## src/rtl/hamming_encoder_stream.sv

```systemverilog
// Streaming SECDED encoder: 11-bit words -> 16-bit extended Hamming(15,11) codewords,
// buffered in a small output FIFO. Define HAMMING_ERR_INJECT_EN to add error injection.
module hamming_encoder_stream #(
  parameter int FIFO_DEPTH = 2,
  parameter int CNT_W      = 16
) (
  input  logic             clk,
  input  logic             rst,
  input  logic             in_valid,
  output logic             in_ready,
  input  logic [10:0]      data_in,
  output logic             out_valid,
  input  logic             out_ready,
  output logic [15:0]      out_codeword,
  output logic [CNT_W-1:0] words_encoded
`ifdef HAMMING_ERR_INJECT_EN
  ,
  input  logic             err_inj_en,
  input  logic [15:0]      err_inj_mask,
  output logic [CNT_W-1:0] err_inj_count
`endif
);

  localparam int DATA_W = 11;
  localparam int CW_W   = 16;
  localparam int PTR_W  = (FIFO_DEPTH > 1) ? $clog2(FIFO_DEPTH) : 1;
  localparam int OCC_W  = PTR_W + 1;

  // Data bits occupy the non-power-of-two positions; each parity bit covers the
  // positions whose index has the matching bit set, pos 0 closes overall parity.
  function automatic logic [CW_W-1:0] encode(input logic [DATA_W-1:0] d);
    logic [CW_W-1:0] cw;
    cw    = {d[10:4], 1'b0, d[3:1], 1'b0, d[0], 3'b000};
    cw[1] = ^(cw & 16'hAAA8);
    cw[2] = ^(cw & 16'hCCC8);
    cw[4] = ^(cw & 16'hF0E0);
    cw[8] = ^(cw & 16'hFE00);
    cw[0] = ^cw[15:1];
    return cw;
  endfunction

  logic [CW_W-1:0]  cw_p0;
  logic [CW_W-1:0]  fifo_mem [FIFO_DEPTH];
  logic [PTR_W-1:0] wr_ptr;
  logic [PTR_W-1:0] rd_ptr;
  logic [OCC_W-1:0] occupancy;
  logic [CW_W-1:0]  last_pop_q;
  logic [CNT_W-1:0] word_cnt;
  logic             accept;
  logic             pop;

  // Stage p0: combinational encode of the presented word
  always_comb begin
    cw_p0 = encode(data_in);
`ifdef HAMMING_ERR_INJECT_EN
    if (err_inj_en) begin
      cw_p0 = cw_p0 ^ err_inj_mask;
    end
`endif
  end

  assign in_ready  = (occupancy < OCC_W'(FIFO_DEPTH)) & ~rst;
  assign out_valid = (occupancy != '0);
  assign accept    = in_valid & in_ready;
  assign pop       = out_valid & out_ready;

  // Stage p1: FIFO storage and control
  always_ff @(posedge clk) begin
    if (rst) begin
      wr_ptr    <= '0;
      rd_ptr    <= '0;
      occupancy <= '0;
      word_cnt  <= '0;
    end else begin
      if (accept) begin
        wr_ptr   <= wr_ptr + PTR_W'(1);
        word_cnt <= word_cnt + CNT_W'(1);
      end
      if (pop) begin
        rd_ptr <= rd_ptr + PTR_W'(1);
      end
      case ({accept, pop})
        2'b10:   occupancy <= occupancy + OCC_W'(1);
        2'b01:   occupancy <= occupancy - OCC_W'(1);
        default: occupancy <= occupancy;
      endcase
    end
  end

  always_ff @(posedge clk) begin
    if (accept) begin
      fifo_mem[wr_ptr] <= cw_p0;
    end
  end

  // Keeps the output defined (zero after reset, last popped word otherwise) while empty
  always_ff @(posedge clk) begin
    if (rst) begin
      last_pop_q <= '0;
    end else if (pop) begin
      last_pop_q <= fifo_mem[rd_ptr];
    end
  end

  assign out_codeword  = out_valid ? fifo_mem[rd_ptr] : last_pop_q;
  assign words_encoded = word_cnt;

`ifdef HAMMING_ERR_INJECT_EN
  logic [CNT_W-1:0] inj_cnt;

  always_ff @(posedge clk) begin
    if (rst) begin
      inj_cnt <= '0;
    end else if (accept && err_inj_en) begin
      inj_cnt <= inj_cnt + CNT_W'(1);
    end
  end

  assign err_inj_count = inj_cnt;
`endif

endmodule

```

## config.mk

```make
export PLATFORM = sky130hd
export DESIGN_NAME = hamming_encoder_stream
export DESIGN_NICKNAME = d
export VERILOG_FILES = /design/src/rtl/hamming_encoder_stream.sv
export SDC_FILE = /design/constraint.sdc
export NUM_CORES = 1
export LEC_CHECK = 0
export BUFFER_PORTS_ARGS = -buffer_cell sky130_fd_sc_hd__buf_2
export CORE_AREA = 2 2 73 82
export DETAILED_ROUTE_END_ITERATION = 12
export DIE_AREA = 0 0 75 84
export HOLD_SLACK_MARGIN = 0.06
export PLACE_DENSITY = 0.84
export SLEW_MARGIN = 5
export SYNTH_ARGS = -nofsm -noshare
export SYNTH_HDL_FRONTEND = slang
export SYNTH_SLANG_ARGS = --single-unit
```

## constraint.sdc

```tcl
create_clock -name clk -period 2.8 [get_ports clk]
set_input_delay 0.84 -clock clk [delete_from_list [all_inputs] [get_ports clk]]
set_output_delay 0.84 -clock clk [all_outputs]
set_load 0.005 [all_outputs]
```

[Word-level counts from Yosys, hierarchy flattened]
Memory sizes are Yosys's and may differ from the RTL's. A register that Yosys moved wholly into a read port is not among the register bits.
Cells that the tools add are included.
Operators by class
  add/sub/neg operators: 5
  multiply operators: 0
  div/mod/pow operators: 0
  magnitude comparators: 1
  equality and inequality tests: 2
  shift operators: 0
  muxes and demuxes: 6
  bitwise gates (word level): 4
  reductions and logical operators: 7
Operators with widths (number)
  parity 16 bit: 4
  adder 16 x 1 -> 16 bit, second input constant: 1
  two-way mux 16 bit: 1
  parity 15 bit: 1
  two-way mux 1 bit: 4
  one-hot mux 2 bit (2 select lines): 1
  nonzero test 2 bit: 2
  bitwise AND 1 bit: 3
  adder 1 bit, second input constant: 2
  adder 2 x 1 -> 2 bit, second input constant: 1
  == test 2 x 1 -> 1 bit, second input constant: 1
  == test 2 bit, second input constant: 1
  less-than comparator 2 bit, second input constant: 1
  subtractor 2 x 1 -> 2 bit, second input constant: 1
  inverter 1 bit: 1
Word-level totals
  register bits after elaboration: 36
  bits in latches: 0
  memory bits (writable): 32
  ROM bits: 0
  input port bits: 15
  word-level logic and storage cells: 31
  memories kept: 1
Memories
  fifo_mem: depth 2, bits a word 16, read ports 1, clocked after memory_dff 1, write ports 1, line 43  | logic [CW_W-1:0] fifo_mem [FIFO_DEPTH];

[Logic depth before layout (Yosys ltp)]
  word-level depth: 5
  depth in mapped cells: 9
  depth with buffers taken out: 6

[Least setup slack after synthesis]
Ideal clock, no wire load.
  path type: input to register
  from: in rst
  to: mem fifo_mem[0][0] (enable)
  arrival: 1986 ps
  slack: 425 ps
  stages: 3
  path buffers: 0
  cells stage by stage: nor3b_2 -> inv_1 -> nor2_1
On the way
  longest elaborated chain between the ends: 5
Ends and longest elaborated chain
  from (decl): line 8  | input logic rst,
  inverter 1 bit: line 62  | assign in_ready = (occupancy < OCC_W'(FIFO_DEPTH)) & ~rst;
  bitwise AND 1 bit: line 62
  bitwise AND 1 bit: line 64  | assign accept = in_valid & in_ready;
  two-way mux 1 bit: line 91  | if (accept) begin
  two-way mux 1 bit (implied by the code): line 92  | fifo_mem[wr_ptr] <= cw_p0;
  to (decl): line 43
Every way passes these cells.

[Worst setup path after layout]
  from: reg occupancy[1]
  to: out out_codeword[7]
On the way
  longest elaborated chain between the ends: 2
Ends and longest elaborated chain
  from (decl): line 46  | logic [OCC_W-1:0] occupancy;
  from (signal assigned): line 83  | 2'b10: occupancy <= occupancy + OCC_W'(1);
  from (signal assigned): line 84  | 2'b01: occupancy <= occupancy - OCC_W'(1);
  from (signal assigned): line 85  | default: occupancy <= occupancy;
  nonzero test 2 bit: line 63  | assign out_valid = (occupancy != '0);
  two-way mux 16 bit: line 105  | assign out_codeword = out_valid ? fifo_mem[rd_ptr] : last_pop_q;
  to (decl): line 14  | output logic [15:0] out_codeword,
Every way passes these cells.

==> summary.txt <==
RUN STATUS
-------------------------------------------------------------------------------------------
Outcome ...................................................................... finished clean

FINISH
-------------------------------------------------------------------------------------------
Share of cells above drive strength 1 ........................................        23.1%
Final non-filler cell area ...................................................    3500 um^2
Area Overhead vs Synth .......................................................        18.4%
Post-layout net count ........................................................          332
Number of fill cells in the layout ...........................................          453
Number of antenna repair diodes ..............................................            0
Final core utilization .......................................................        63.0%

SETUP PATH
-------------------------------------------------------------------------------------------
Largest fanout on the critical path ..........................................           34
Type of the setup path with the least slack ..................................      reg2out
Startpoint type of the worst setup path ......................................    flip-flop
Required time of the critical path ...........................................      1.96 ns
CP Data Arrival Time .........................................................      1.73 ns
Critical path endpoint category ..............................................   output pin

YOSYS
-------------------------------------------------------------------------------------------
Synthesized cell area ........................................................    2950 um^2
Synth Warn # .................................................................            0
Synthesized Nets .............................................................          280
EDFF count, synth ............................................................           32
Number of instances in the synthesized netlist ...............................          263
Register bit total from synthesis ............................................           69
Share of flip-flops with an asynchronous set or reset after synthesis ........           0%
Post-synth cell types ........................................................           29
Sequential element share of the synthesized area .............................        57.6%
Leading register cell type out of synthesis ..................................      dfxtp_1
Synthesized area divided by synthesized cell count ...........................    11.2 um^2

DIE
-------------------------------------------------------------------------------------------
Width of the die .............................................................        75 um
Core Box Area ................................................................    5550 um^2
Row cnt ......................................................................           29
Starting density of the core .................................................        53.2%
Floorplan die area ...........................................................    6300 um^2
Die Ht .......................................................................        84 um
Top Ports ....................................................................           49

CLOCK TREE
-------------------------------------------------------------------------------------------
Root buffer cell .............................................................     clkbuf_8
Clock Tree Buf Depth .........................................................            2
Clock latency reported for the late side of the worst-skew pair ..............      0.34 ns
Total clock buffers created by CTS ...........................................            9
# clock sinks ................................................................           69
Hold bufs inserted after CTS .................................................            0
H-tree lvl count .............................................................            3
Post-CTS sizing ..............................................................            0
CTS tree .....................................................................         done
Post-CTS setup-driven buffer insertion count .................................            0
Clk slew on worst S/H paths ..................................................      0.07 ns

WORST HOLD PATH
-------------------------------------------------------------------------------------------
Min-delay worst type .........................................................      reg2reg

STA
-------------------------------------------------------------------------------------------
Transition time at the pin with the least slew margin ........................     0.597 ns
Final cycle utilization of the critical path .................................        91.9%
Max Freq .....................................................................      389 MHz
Fin Setup TNS ................................................................         0 ns
Slew margin rel. .............................................................        60.2%
Final hold violation count ...................................................            0
# setup viols final ..........................................................            0
Max-slew violation count .....................................................            0
Post-layout min period .......................................................      2.57 ns
Final Skew ...................................................................   0.00837 ns
Setup repair after global routing missed its margin ..........................           no

ROUTE
-------------------------------------------------------------------------------------------
Initial DRT Pass Iterations ..................................................            4
Post-Route WL ................................................................      5430 um
Number of design-rule violations left by the first detailed-router iteration .          109
Drt via density ..............................................................         5.32
DRC violations left ..........................................................            0
WL per Instance ..............................................................      13.7 um
Total number of vias .........................................................         2113
Remaining antenna violation count ............................................            0

GRT
-------------------------------------------------------------------------------------------
Number of global-route vias before repair ....................................         1920
Maximum number of pins on one net before global-route repair .................           35
Global-route usage over all layers ...........................................        18.7%
Grt total ovfl ...............................................................            0
Number of antenna violations at the first check in global routing ............            0
Global-route wire length before repair .......................................      8790 um

RUN
-------------------------------------------------------------------------------------------
# Max-Cap Violations .........................................................            0

POWER AND IR DROP
-------------------------------------------------------------------------------------------
Power per standard cell area .................................................  917 nW/um^2
Total power ..................................................................      3.21 mW
Worst vdd rail ir drop .......................................................   0.000591 V
Static leakage ...............................................................      1.30 nW

PLACED DESIGN
-------------------------------------------------------------------------------------------
Placer congestion estimate ...................................................        0.795
Cell area reported after detailed placement ..................................    3280 um^2
Detailed-placement wirelength estimate .......................................      3650 um
Number of buffers added on ports .............................................           48

## logic make-up (layout without fill, tap and decap cells)
kind of cell	after synthesis	count (layout)	share of synthesized area (%)
flip-flops	69	69	57.6
buffers and inverters	17	74	2.54
AND/OR/NAND/NOR	79	79	13.4
adder cells (fa/ha/maj)	2	2	0.847
AO/OA/AOI/OAI	49	49	10.0
XOR/XNOR	31	31	10.1
multiplexers	16	16	5.42
## report_power, final
group	internal [mW]	switching (mW)	total (mW)
Combinational	0.458	0.587	1.05
Sequential	1.22	0.0735	1.29
Clock	0.500	0.373	0.873
## final cells by class
type                       instances  area, um^2  area share, %
clock inverter                     6        87.6           2.50
timing repair buffer              56         300           8.59
inverter                           2        7.51          0.215
clock buffer                      10         128           3.65
tap                               77        96.3           2.75
multi-input combinational        177        1180           33.6
sequential                        69        1700           48.7
## cell usage in the layout (no fill, tap or decap)
cell type	synthesis	routed
xnor2_1	18	18
nand3_4	1	1
nand4_1	7	7
nor2_1	46	46
mux2i_1	16	16
and4_1	2	2
edfxtp_1	32	32
or3_1	4	4
a211oi_1	16	16
clkbuf_8	0	9
nand3_1	3	3
buf_2	6	48
clkinv_1	0	1
bufinv_16	0	2
o31ai_1	4	4
and2_1	3	3
clkinvlp_4	0	2
ha_1	2	2
nand2b_1	1	1
dfxtp_1	37	37
nor4bb_1	1	1
clkinv_4	0	1
a21oi_1	24	24
xnor3_1	2	2
or4_1	4	4
buf_4	1	8
nand2_1	4	4
o21ai_0	5	5
nor3b_2	1	1
clkbuf_1	8	1
or2_2	1	1
nand2_2	1	1
xor2_1	11	11
inv_1	2	2
## through the flow
step	worst slack, ns	hold WS [ns]	instances
2_1_floorplan	0.425	0.468	263
3_3_place_gp	0.475	0.465	381
3_5_place_dp	0.440	0.473	381
4_1_cts	0.219	0.483	397
5_1_grt	0.0562	0.514	397
6_report	0.227	0.481	397
## sequential cells by signal, indices dropped and copies added (netlist names), named ones only
name,count
occupancy,2
words_encoded,16
rd_ptr,1
last_pop_q,16
fifo_mem,32
wr_ptr,1
## routing by layer
layer / vias to the layer above / global-route usage, % / routed length (um)
li1: 1051 / - / -
met1: 1004 / 23.2 / 2310
met2: 49 / 29.4 / 2820
met3: 9 / 5.31 / 220
met4: 0 / 9.25 / 74
met5: - / 0 / 0
## cells in the mapped netlist (5+ instances only)
library cell  count  area share [%]
xnor2_1          18             5.3
nand4_1           7             1.5
xor2_1           11             3.3
buf_2             6             1.0
a211oi_1         16             4.1
a21oi_1          24             4.1
o21ai_0           5            0.85
nor2_1           46             5.8
clkbuf_1          8             1.0
dfxtp_1          37              25
edfxtp_1         32              33
mux2i_1          16             5.4
## critical path, cell delays in order (launching register included)
cell     delay, ns
dfxtp_1       0.42
or2_2         0.54
nor2_1        0.12
a21oi_1       0.18
buf_2         0.14
## path summary, 6_finish.rpt
check	from	endpoint	slack [ns]	cells past startpoint
worst min-delay path	words_encoded[15]	words_encoded[15]	0.48	2
worst max-delay path	occupancy[1]	out_codeword[7]	0.23	4
worst max register to register	occupancy[1]	occupancy[1]	0.75	5
worst min register to register	words_encoded[15]	words_encoded[15]	0.48	2
Note: power is estimated with default switching activity, not from simulation.
